File: config.mk
export PLATFORM = sky130hd
export DESIGN_NAME = mc_sequencer
export DESIGN_NICKNAME = d
export VERILOG_FILES = /design/src/rtl/mc_sequencer.sv
export SDC_FILE = /design/constraint.sdc
export NUM_CORES = 1
export LEC_CHECK = 0
export CAP_MARGIN = 10
export CELL_PAD_IN_SITES_DETAIL_PLACEMENT = 1
export CELL_PAD_IN_SITES_GLOBAL_PLACEMENT = 2
export CORE_ASPECT_RATIO = 1.2
export CORE_MARGIN = 2
export CORE_UTILIZATION = 30
export DETAILED_ROUTE_END_ITERATION = 16
export PLACE_DENSITY_LB_ADDON = 0.15
export SETUP_SLACK_MARGIN = 0.4
export SLEW_MARGIN = 0
export SYNTH_ARGS = -nofsm -noshare
export SYNTH_HDL_FRONTEND = slang
export SYNTH_SLANG_ARGS = --single-unit
File: constraint.sdc
create_clock -name clock -period 9.09 [get_ports clock]
set_clock_uncertainty 0.05 [all_clocks]
set_input_delay 0.909 -clock clock [delete_from_list [all_inputs] [get_ports clock]]
set_output_delay 0.909 -clock clock [all_outputs]
set_load 0.02 [all_outputs]
File: src/rtl/mc_sequencer.sv
// mc_sequencer: multi-cycle fetch/decode/execute sequencer with an accumulator.
// Fetches from IRAM and reads/writes DRAM over a request/ready handshake.
// Optional build macro: MC_ILLEGAL_TRAP_EN (undefined opcodes halt the
// machine and raise a sticky 'illegal' output instead of executing as NOP).
//
// Handshake: a request strobe (iram_rd, dram_rd, dram_wr) is raised in its
// state and held, together with its address/data, until the matching ready
// input is seen high in the same cycle; that cycle completes the transfer.
// A ready seen while the corresponding strobe is low is ignored.
module mc_sequencer #(
  parameter int unsigned DATA_W   = 16,
  parameter int unsigned ADDR_W   = 12,
  parameter int unsigned OPC_W    = 4,
  parameter int unsigned PC_RESET = 0
) (
  input  logic              clock,
  input  logic              reset,
  input  logic              start,
  output logic [ADDR_W-1:0] iram_addr,
  output logic              iram_rd,
  input  logic              iram_ready,
  input  logic [DATA_W-1:0] iram_data,
  output logic [ADDR_W-1:0] dram_addr,
  output logic              dram_rd,
  output logic              dram_wr,
  input  logic              dram_ready,
  input  logic [DATA_W-1:0] dram_rdata,
  output logic [DATA_W-1:0] dram_wdata,
  output logic [ADDR_W-1:0] pc_out,
  output logic [DATA_W-1:0] acc_out,
  output logic [2:0]        state,
  output logic              halted
`ifdef MC_ILLEGAL_TRAP_EN
  ,
  output logic              illegal
`endif
);

  typedef enum logic [2:0] {
    S_IDLE   = 3'd0,
    S_FETCH  = 3'd1,
    S_DECODE = 3'd2,
    S_MEM_RD = 3'd3,
    S_MEM_WR = 3'd4,
    S_HALT   = 3'd5
  } state_e;

  localparam logic [OPC_W-1:0] OP_NOP  = OPC_W'(0);
  localparam logic [OPC_W-1:0] OP_LDA  = OPC_W'(1);
  localparam logic [OPC_W-1:0] OP_STA  = OPC_W'(2);
  localparam logic [OPC_W-1:0] OP_ADD  = OPC_W'(3);
  localparam logic [OPC_W-1:0] OP_SUB  = OPC_W'(4);
  localparam logic [OPC_W-1:0] OP_AND  = OPC_W'(5);
  localparam logic [OPC_W-1:0] OP_LDI  = OPC_W'(6);
  localparam logic [OPC_W-1:0] OP_JMP  = OPC_W'(7);
  localparam logic [OPC_W-1:0] OP_JZ   = OPC_W'(8);
  localparam logic [OPC_W-1:0] OP_HALT = {OPC_W{1'b1}};

  state_e              state_q, state_d;
  logic [ADDR_W-1:0]   pc_q, pc_d;
  logic [DATA_W-1:0]   acc_q, acc_d;
  logic [DATA_W-1:0]   ir_q, ir_d;
  logic                halted_q, halted_d;
`ifdef MC_ILLEGAL_TRAP_EN
  logic                illegal_q, illegal_d;
`endif

  // Instruction fields decoded from the held instruction register.
  logic [OPC_W-1:0]    opcode;
  logic [ADDR_W-1:0]   operand;
  logic [DATA_W-1:0]   imm;

  assign opcode  = ir_q[DATA_W-1 -: OPC_W];
  assign operand = ir_q[ADDR_W-1:0];
  assign imm     = DATA_W'(ir_q[DATA_W-OPC_W-1:0]);

  // State and datapath registers; reset wins in every state and drops any
  // outstanding request because the strobes are decoded from state_q.
  always_ff @(posedge clock) begin
    if (reset) begin
      state_q  <= S_IDLE;
      pc_q     <= ADDR_W'(PC_RESET);
      acc_q    <= '0;
      ir_q     <= '0;
      halted_q <= 1'b0;
`ifdef MC_ILLEGAL_TRAP_EN
      illegal_q <= 1'b0;
`endif
    end else begin
      state_q  <= state_d;
      pc_q     <= pc_d;
      acc_q    <= acc_d;
      ir_q     <= ir_d;
      halted_q <= halted_d;
`ifdef MC_ILLEGAL_TRAP_EN
      illegal_q <= illegal_d;
`endif
    end
  end

  // Next-state logic: handshake states wait for ready, DECODE lasts one cycle.
  always_comb begin
    state_d = state_q;
    case (state_q)
      S_IDLE:   if (start) state_d = S_FETCH;
      S_FETCH:  if (iram_ready) state_d = S_DECODE;
      S_DECODE: begin
        case (opcode)
          OP_NOP, OP_LDI, OP_JMP, OP_JZ:  state_d = S_FETCH;
          OP_LDA, OP_ADD, OP_SUB, OP_AND: state_d = S_MEM_RD;
          OP_STA:                         state_d = S_MEM_WR;
          OP_HALT:                        state_d = S_HALT;
`ifdef MC_ILLEGAL_TRAP_EN
          default:                        state_d = S_HALT;
`else
          default:                        state_d = S_FETCH;
`endif
        endcase
      end
      S_MEM_RD: if (dram_ready) state_d = S_FETCH;
      S_MEM_WR: if (dram_ready) state_d = S_FETCH;
      S_HALT:   state_d = S_HALT;
      default:  state_d = S_IDLE;
    endcase
  end

  // Datapath updates: instruction load, pc advance/branch, accumulator ops.
  always_comb begin
    pc_d     = pc_q;
    acc_d    = acc_q;
    ir_d     = ir_q;
    halted_d = halted_q;
`ifdef MC_ILLEGAL_TRAP_EN
    illegal_d = illegal_q;
`endif
    case (state_q)
      S_FETCH: begin
        if (iram_ready) begin
          ir_d = iram_data;
          pc_d = pc_q + 1'b1;
        end
      end
      S_DECODE: begin
        case (opcode)
          OP_LDI:  acc_d = imm;
          OP_JMP:  pc_d  = operand;
          OP_JZ:   if (acc_q == '0) pc_d = operand;
          OP_HALT: halted_d = 1'b1;
          OP_NOP, OP_LDA, OP_STA, OP_ADD, OP_SUB, OP_AND: ;
          default: begin
`ifdef MC_ILLEGAL_TRAP_EN
            halted_d  = 1'b1;
            illegal_d = 1'b1;
`endif
          end
        endcase
      end
      S_MEM_RD: begin
        if (dram_ready) begin
          case (opcode)
            OP_LDA:  acc_d = dram_rdata;
            OP_ADD:  acc_d = acc_q + dram_rdata;
            OP_SUB:  acc_d = acc_q - dram_rdata;
            OP_AND:  acc_d = acc_q & dram_rdata;
            default: acc_d = acc_q;
          endcase
        end
      end
      default: ;
    endcase
  end

  // Output decode: strobes are a pure function of state, so at most one is high.
  always_comb begin
    iram_rd = 1'b0;
    dram_rd = 1'b0;
    dram_wr = 1'b0;
    case (state_q)
      S_FETCH:  iram_rd = 1'b1;
      S_MEM_RD: dram_rd = 1'b1;
      S_MEM_WR: dram_wr = 1'b1;
      default: ;
    endcase
  end

  assign iram_addr  = pc_q;
  assign dram_addr  = operand;
  assign dram_wdata = acc_q;
  assign pc_out     = pc_q;
  assign acc_out    = acc_q;
  assign state      = state_q;
  assign halted     = halted_q;
`ifdef MC_ILLEGAL_TRAP_EN
  assign illegal    = illegal_q;
`endif

endmodule
==> summary.md, run 1 <==
| Metric | Value |
|---|---|
| Total of warnings raised by yosys | `0` |
| Rel. slew slack | `31.3%` |
| Number of buffers added to fix hold violations after cts | `0` |
| Async S/R FF share, synth | `0%` |
| Arrival time worst endpoint | `approximately 4.4 ns` |
| Min Clock Period, post-route | `4.24 ns` |
| Cell area after technology mapping | `around 4300 um^2` |
| Via/cell ratio | `between 5 and 6` |
| Final number of setup-violating endpoints | `0` |
| TritonCTS buffer count | `5` |
| Unrepaired setup endpoints after global routing | `no` |
| N_diodes | `0` |
| Final Cycle Share | `46.7%` |
| Buffer type at the clock tree root | `clkbuf_16` |
| Most frequent cells in the layout | `clkdlybuf4s50_1, nand2_1, a21oi_1, dfxtp_1, nor2_1` |
| #FFs+latches synth | `51` |
| Ports | `~110` |
| Leading cell type in the layout, fill and taps excluded | `clkdlybuf4s50_1` |
| Tightest Hold Check Type | `flip-flop to flip-flop` |
| CTS tree | `built` |
| Yosys top cell area share | `around a quarter` |
| Starting Density | `30.9%` |
| Core Region | `13,900 um^2` |
| Max FO, Critical Path | `9` |
| Kind of critical path | `primary input to flip-flop` |
| Router iterations before antenna repair | `4` |
| Maximum frequency from static timing analysis | `236 MHz` |
| Number of antenna violations at the first check in global routing | `0` |
| Kind of start point of the critical path | `primary input` |
| Post-Syn Nets | `roughly 640` |
| Run status | `complete, no violations` |
| Static Leakage | `1.91 nW` |
| Wire length of the first global-routing pass | `between 20 and 30 mm` |
| Area of the die | `about 15,000 um^2` |
| Transition time of the tightest slew-check pin | `between 1 and 1.5 ns` |
| Power per cell area | `roughly 110 nW/um^2` |
| Via count of the first global-routing pass | `roughly 4,600` |
| Cells after Synth | `585` |
| Chip height | `135 um` |
| Synth top area cells | `dfxtp_1, a21oi_1, buf_4` |
| Final hold violation count | `0` |
| Antenna Nets Post-Route | `0` |
| Final routed wire length divided by cell count | `20.6 um` |
| Global placer's final weighted congestion | `~0.88` |
| Overall track demand over capacity in global routing | `between 20% and 30%` |
| Clock slew at reported path FFs | `0.07 ns` |
| Number of I/O port buffers | `between 100 and 150` |
| Final Max Slew Viols | `0` |
| Overall overflow remaining after global route | `0` |
| Data required time of the worst path | `a little over 9 ns` |
| Violation count after the first detailed-route iteration | `around 190` |
| Endpoint class of the critical path | `flip-flop` |
| Crit-path max cell delay | `around 0.5 ns` |
| Final sum of negative setup slack | `0 ns` |
| Ratio of cells with drive above 1 in the final layout | `roughly 4.5%` |
| CTS Sinks | `51` |
| Critical path cell sequence | `clkdlybuf4s50_1 -> nor3_1 -> nand3b_1 -> o31ai_1 -> xor2_1 -> ha_1 -> a21o_1 -> a311oi_1 -> nor2_1 -> o311a_1 -> o211ai_1 -> or3b_1` |
| Syn avg cell area | `~7.4 um^2` |
| Final nets | `695` |
| Area leader, netlist | `dfxtp_1` |
| Pin count of the biggest net entering global routing | `45` |
| Routed WL | `roughly 17 mm` |
| Maximum clock path buffer count | `2` |
| Half-perimeter wire length after detailed placement | `12.6 mm` |
| Number of max-capacitance violations reported | `0` |
| Worst path slowest cell | `clkdlybuf4s50_1` |
| Number of core rows | `between 40 and 50` |
| Portion of the post-synthesis area used by sequential elements | `roughly a quarter` |
| Number of different library cells in the post-synthesis netlist | `77` |
| Ys flop type | `dfxtp_1` |
| Setup repair bufs after CTS | `0` |
| Count of unresolved DRC violations after routing | `0` |
| Clock latency of the later-clocked register in the worst-skew pair | `0.30 ns` |
| Power after layout | `0.000592 W` |
| Die Wd | `113 um` |
| Area grow syn2layout | `25.6%` |
| Number of H-tree levels | `2` |
| Peak ir drop on the vdd network | `about 0.000084 V` |
| PostCTS Resize Cnt | `0` |
| Total number of vias | `~4,500` |
| Post-synth EDFFs | `0` |
-- layout make-up --
class	count	area [um^2]
clock buffer	7	143
clock inverter	1	8.76
tap	171	214
inverter	15	56.3
multi-input combinational	449	2810
fill	1714	8530
timing repair buffer	117	1160
sequential	51	1020
-- registers in the layout, indices dropped and copies added (netlist names), named ones only --
name / flops
iram_addr: 12
acc_out: 16
state: 3
ir_q: 16
halted: 1
-- cells by family (layout without fill, tap and decap cells) --
logic type,after synthesis,count (layout),synth area share (%)
flip-flops,51,51,23.7
buffers and inverters,85,140,11.3
AND/OR/NAND/NOR,231,231,28.2
AO/OA/AOI/OAI,174,174,25.7
adder cells (fa/ha/maj),19,19,5.69
multiplexers,6,6,1.45
XOR/XNOR,19,19,4.04
-- per-layer routing --
metal | share of wire, % | GRT usage [%] | vias up | wire length [um]
li1 | - | - | 2198 | -
met1 | 47 | 28.6 | 2229 | 7840
met2 | 50 | 38.6 | 79 | 8290
met3 | 2.3 | 2.19 | 11 | 390
met4 | 1.1 | 4.61 | 0 | 182
met5 | 0 | 0 | - | 0
-- power by group --
part / switching (W) / internal, W
combinational: 0.0000828 / 0.0000616
clock: 0.0000929 / 0.000111
sequential: 0.0000138 / 0.000230
-- through the flow --
step	area, um^2	setup slack (ns)	utilization, %	cells	hold WS (ns)
global placement	5260	4.74	37.7	803	0.401
detailed placement	5260	4.60	37.7	803	0.401
CTS	5410	4.88	38.8	811	0.427
floorplan	4310	5.54	-	585	0.382
finish	5410	4.85	38.8	811	0.423
global route	5410	4.56	38.8	811	0.452
-- cells in the mapped netlist (6+ instances only) --
master / count
o21a_1: 7
nor4_1: 7
or3_1: 6
a21o_1: 11
o211ai_1: 12
clkbuf_1: 14
nor2_1: 45
buf_2: 13
nor3_1: 16
nand3_1: 22
dfxtp_1: 51
o21ai_0: 21
and3_1: 8
xnor2_1: 12
inv_1: 13
ha_1: 18
xor2_1: 6
a21oi_1: 73
nand2_1: 78
buf_4: 40
-- worst max-delay path: cells and delay by family --
kind	cells	cell delay, ns
compound gates	5	1.38
buf+inv	1	0.50
fa+ha+maj	1	0.34
xor+xnor	1	0.20
simple gates	4	1.05
-- path summary, 6_finish.rpt --
check / from / to / slack (ns) / depth (start not counted)
max: dram_rdata[4] / acc_out[15]$_SDFFE_PP0P_ / 4.85 / 12
min: halted$_SDFFE_PP0P_ / halted$_SDFFE_PP0P_ / 0.42 / 2
max reg2reg: ir_q[15]$_SDFFE_PP0P_ / acc_out[15]$_SDFFE_PP0P_ / 5.25 / 10
min reg2reg: halted$_SDFFE_PP0P_ / halted$_SDFFE_PP0P_ / 0.42 / 2
Power figures use the tool's default switching activity.
==> run 2: changes to the inputs <==
--- a/config.mk
+++ b/config.mk
@@ -10,7 +10,7 @@
 export CELL_PAD_IN_SITES_GLOBAL_PLACEMENT = 2
 export CORE_ASPECT_RATIO = 1.2
 export CORE_MARGIN = 2
-export CORE_UTILIZATION = 30
+export CORE_UTILIZATION = 25
 export DETAILED_ROUTE_END_ITERATION = 16
 export PLACE_DENSITY_LB_ADDON = 0.15
 export SETUP_SLACK_MARGIN = 0.4
==> constraint.sdc (replaced) <==
create_clock -name clock -period 3.7 [get_ports clock]
set_clock_uncertainty 0.05 [all_clocks]
set_input_delay 0.37 -clock clock [delete_from_list [all_inputs] [get_ports clock]]
set_output_delay 0.37 -clock clock [all_outputs]
set_load 0.02 [all_outputs]
==> summary.md, run 2 (synthesis gave the netlist of run 1 again) <==
| Metric | Value |
|---|---|
| Run status | `complete, no violations` |
| Clock slew at reported path FFs | `~0.07 ns` |
| Final routed wire length divided by cell count | `a little under 20 um` |
| N_diodes | `0` |
| Critical path launch point | `ir_q[13]$_SDFFE_PP0P_` |
| Die Wd | `around 120 um` |
| Pin count of the biggest net entering global routing | `44` |
| Data required time of the worst path | `3.83 ns` |
| Routed WL | `17.2 mm` |
| Wire length of the first global-routing pass | `roughly 27 mm` |
| Half-perimeter wire length after detailed placement | `between 10 and 15 mm` |
| Min Hold Slack | `roughly 0.43 ns` |
| Design Area, Final | `between 5000 and 6000 um^2` |
| CTS Sinks | `51` |
| Utilization of the core after routing | `a little over a third` |
| Violation count after the first detailed-route iteration | `around 150` |
| Min Clock Period, post-route | `3.16 ns` |
| Number of I/O port buffers | `about 110` |
| Router iterations before antenna repair | `5` |
| Number of antenna violations at the first check in global routing | `0` |
| Number of buffers added to fix hold violations after cts | `0` |
| Final hold violation count | `0` |
| Cell area after placement | `about 5500 um^2` |
| Transition time of the tightest slew-check pin | `about 0.66 ns` |
| Static Leakage | `~2.2 nW` |
| Maximum frequency from static timing analysis | `around 320 MHz` |
| Kind of start point of the critical path | `flip-flop` |
| Depth of the worst hold-timing path | `2` |
| Ports | `112` |
| Final sum of negative setup slack | `0 ns` |
| Final Cycle Share | `85.5%` |
| Clock latency of the later-clocked register in the worst-skew pair | `approximately 0.30 ns` |
| Kind of critical path | `flip-flop to flip-flop` |
| Number of core rows | `between 50 and 60` |
| Area of the die | `18,300 um^2` |
| Number of H-tree levels | `2` |
| Endpoint class of the critical path | `flip-flop` |
| TritonCTS buffer count | `5` |
| Unrepaired setup endpoints after global routing | `yes` |
| Ratio of cells with drive above 1 in the final layout | `between 10 and 15%` |
| Layout fillers | `2,057` |
| Worst Setup Slack post-DPL | `-0.0990 ns` |
| Final Max Slew Viols | `0` |
| Number of max-capacitance violations reported | `0` |
| Final nets | `~730` |
| Buffer type at the clock tree root | `clkbuf_16` |
| Via/cell ratio | `5.17` |
| Core Region | `between 15,000 and 20,000 um^2` |
| Reg-to-reg critical path startpoint | `ir_q[13]$_SDFFE_PP0P_` |
| Leading cell type in the layout, fill and taps excluded | `clkdlybuf4s50_1` |
| CTS tree | `built` |
| Most frequent cells in the layout | `clkdlybuf4s50_1, nand2_1, a21oi_1, dfxtp_1, nor2_1` |
| Overall track demand over capacity in global routing | `approximately a fifth` |
| Count of unresolved DRC violations after routing | `0` |
| Final setup margin | `roughly 0.54 ns` |
| Area grow syn2layout | `35.9%` |
| Antenna Nets Post-Route | `0` |
| Via count of the first global-routing pass | `about 4,800` |
| Total number of vias | `roughly 4,600` |
| Rel. slew slack | `between 50% and 60%` |
| Tightest Hold Check Type | `flip-flop to flip-flop` |
| Power per cell area | `around 250 nW/um^2` |
| Final number of setup-violating endpoints | `0` |
| Global placer's final weighted congestion | `just under 0.9` |
| Chip height | `~150 um` |
| Overall overflow remaining after global route | `0` |
| Arrival time worst endpoint | `between 3 and 4 ns` |
| Peak ir drop on the vdd network | `0.000163 V` |
| Max FO, Critical Path | `3` |
| R2r worst-path depth | `12` |
| Maximum clock path buffer count | `2` |
| Starting Density | `about a quarter` |
-- run 2: path summary, 6_finish.rpt --
path | slack, ns | endpoint
worst min-delay path | 0.43 | state[2]$_SDFFE_PP0P_
worst max-delay path | 0.54 | acc_out[15]$_SDFFE_PP0P_
worst max register to register | 0.54 | acc_out[15]$_SDFFE_PP0P_
worst min register to register | 0.43 | state[2]$_SDFFE_PP0P_
-- run 2: cell type report --
| class | instances | area [um^2] | area share (%) |
|---|---|---|---|
| clock buffers | 5 | 125 | 2.14 |
| clock inverters | 3 | 18.8 | 0.321 |
| inverters | 15 | 56.3 | 0.962 |
| multi-input cells | 449 | 2930 | 50.1 |
| flip-flops and latches | 51 | 1020 | 17.5 |
| well taps | 216 | 270 | 4.62 |
| repair buffers | 150 | 1420 | 24.3 |
-- run 2: worst max-delay path, cell delays in order, from the launching register on --
cell,delay [ns]
dfxtp_2,0.32
nand2b_4,0.13
or3_4,0.43
buf_6,0.16
nand2_2,0.05
xor2_1,0.17
ha_1,0.27
a21o_1,0.18
a311oi_2,0.34
nor2_2,0.10
o311a_1,0.31
o211ai_1,0.17
or3b_1,0.37
-- run 2: report_power, final --
| group | internal, W | switching (W) | total (W) |
|---|---|---|---|
| Sequential | 0.000565 | 0.0000271 | 0.000592 |
| Clock | 0.000252 | 0.000232 | 0.000484 |
| Combinational | 0.000180 | 0.000223 | 0.000403 |
-- run 2: timing repair --
item / 4_1_cts / 5_1_grt
endpoints found under the setup margin: 3 / 7
resized for setup: 9 / 28
gates cloned: 0 / 0
pin swaps: 7 / 16
buffers inserted: 0 / 4
-- run 2: layer usage --
metal | up-vias | wire length, um | GRT usage [%]
met5 | - | 0 | 0
met4 | 0 | 265 | 4.55
met3 | 16 | 592 | 2.51
met2 | 88 | 9040 | 34.5
li1 | 2259 | - | -
met1 | 2237 | 7320 | 23.7
-- run 2: metrics by stage --
step,power [W],std cells
floorplan,0.000827,585
global placement,0.000991,877
detailed placement,0.000995,877
CTS,0.00149,885
global route,0.00157,889
finish,0.00148,889
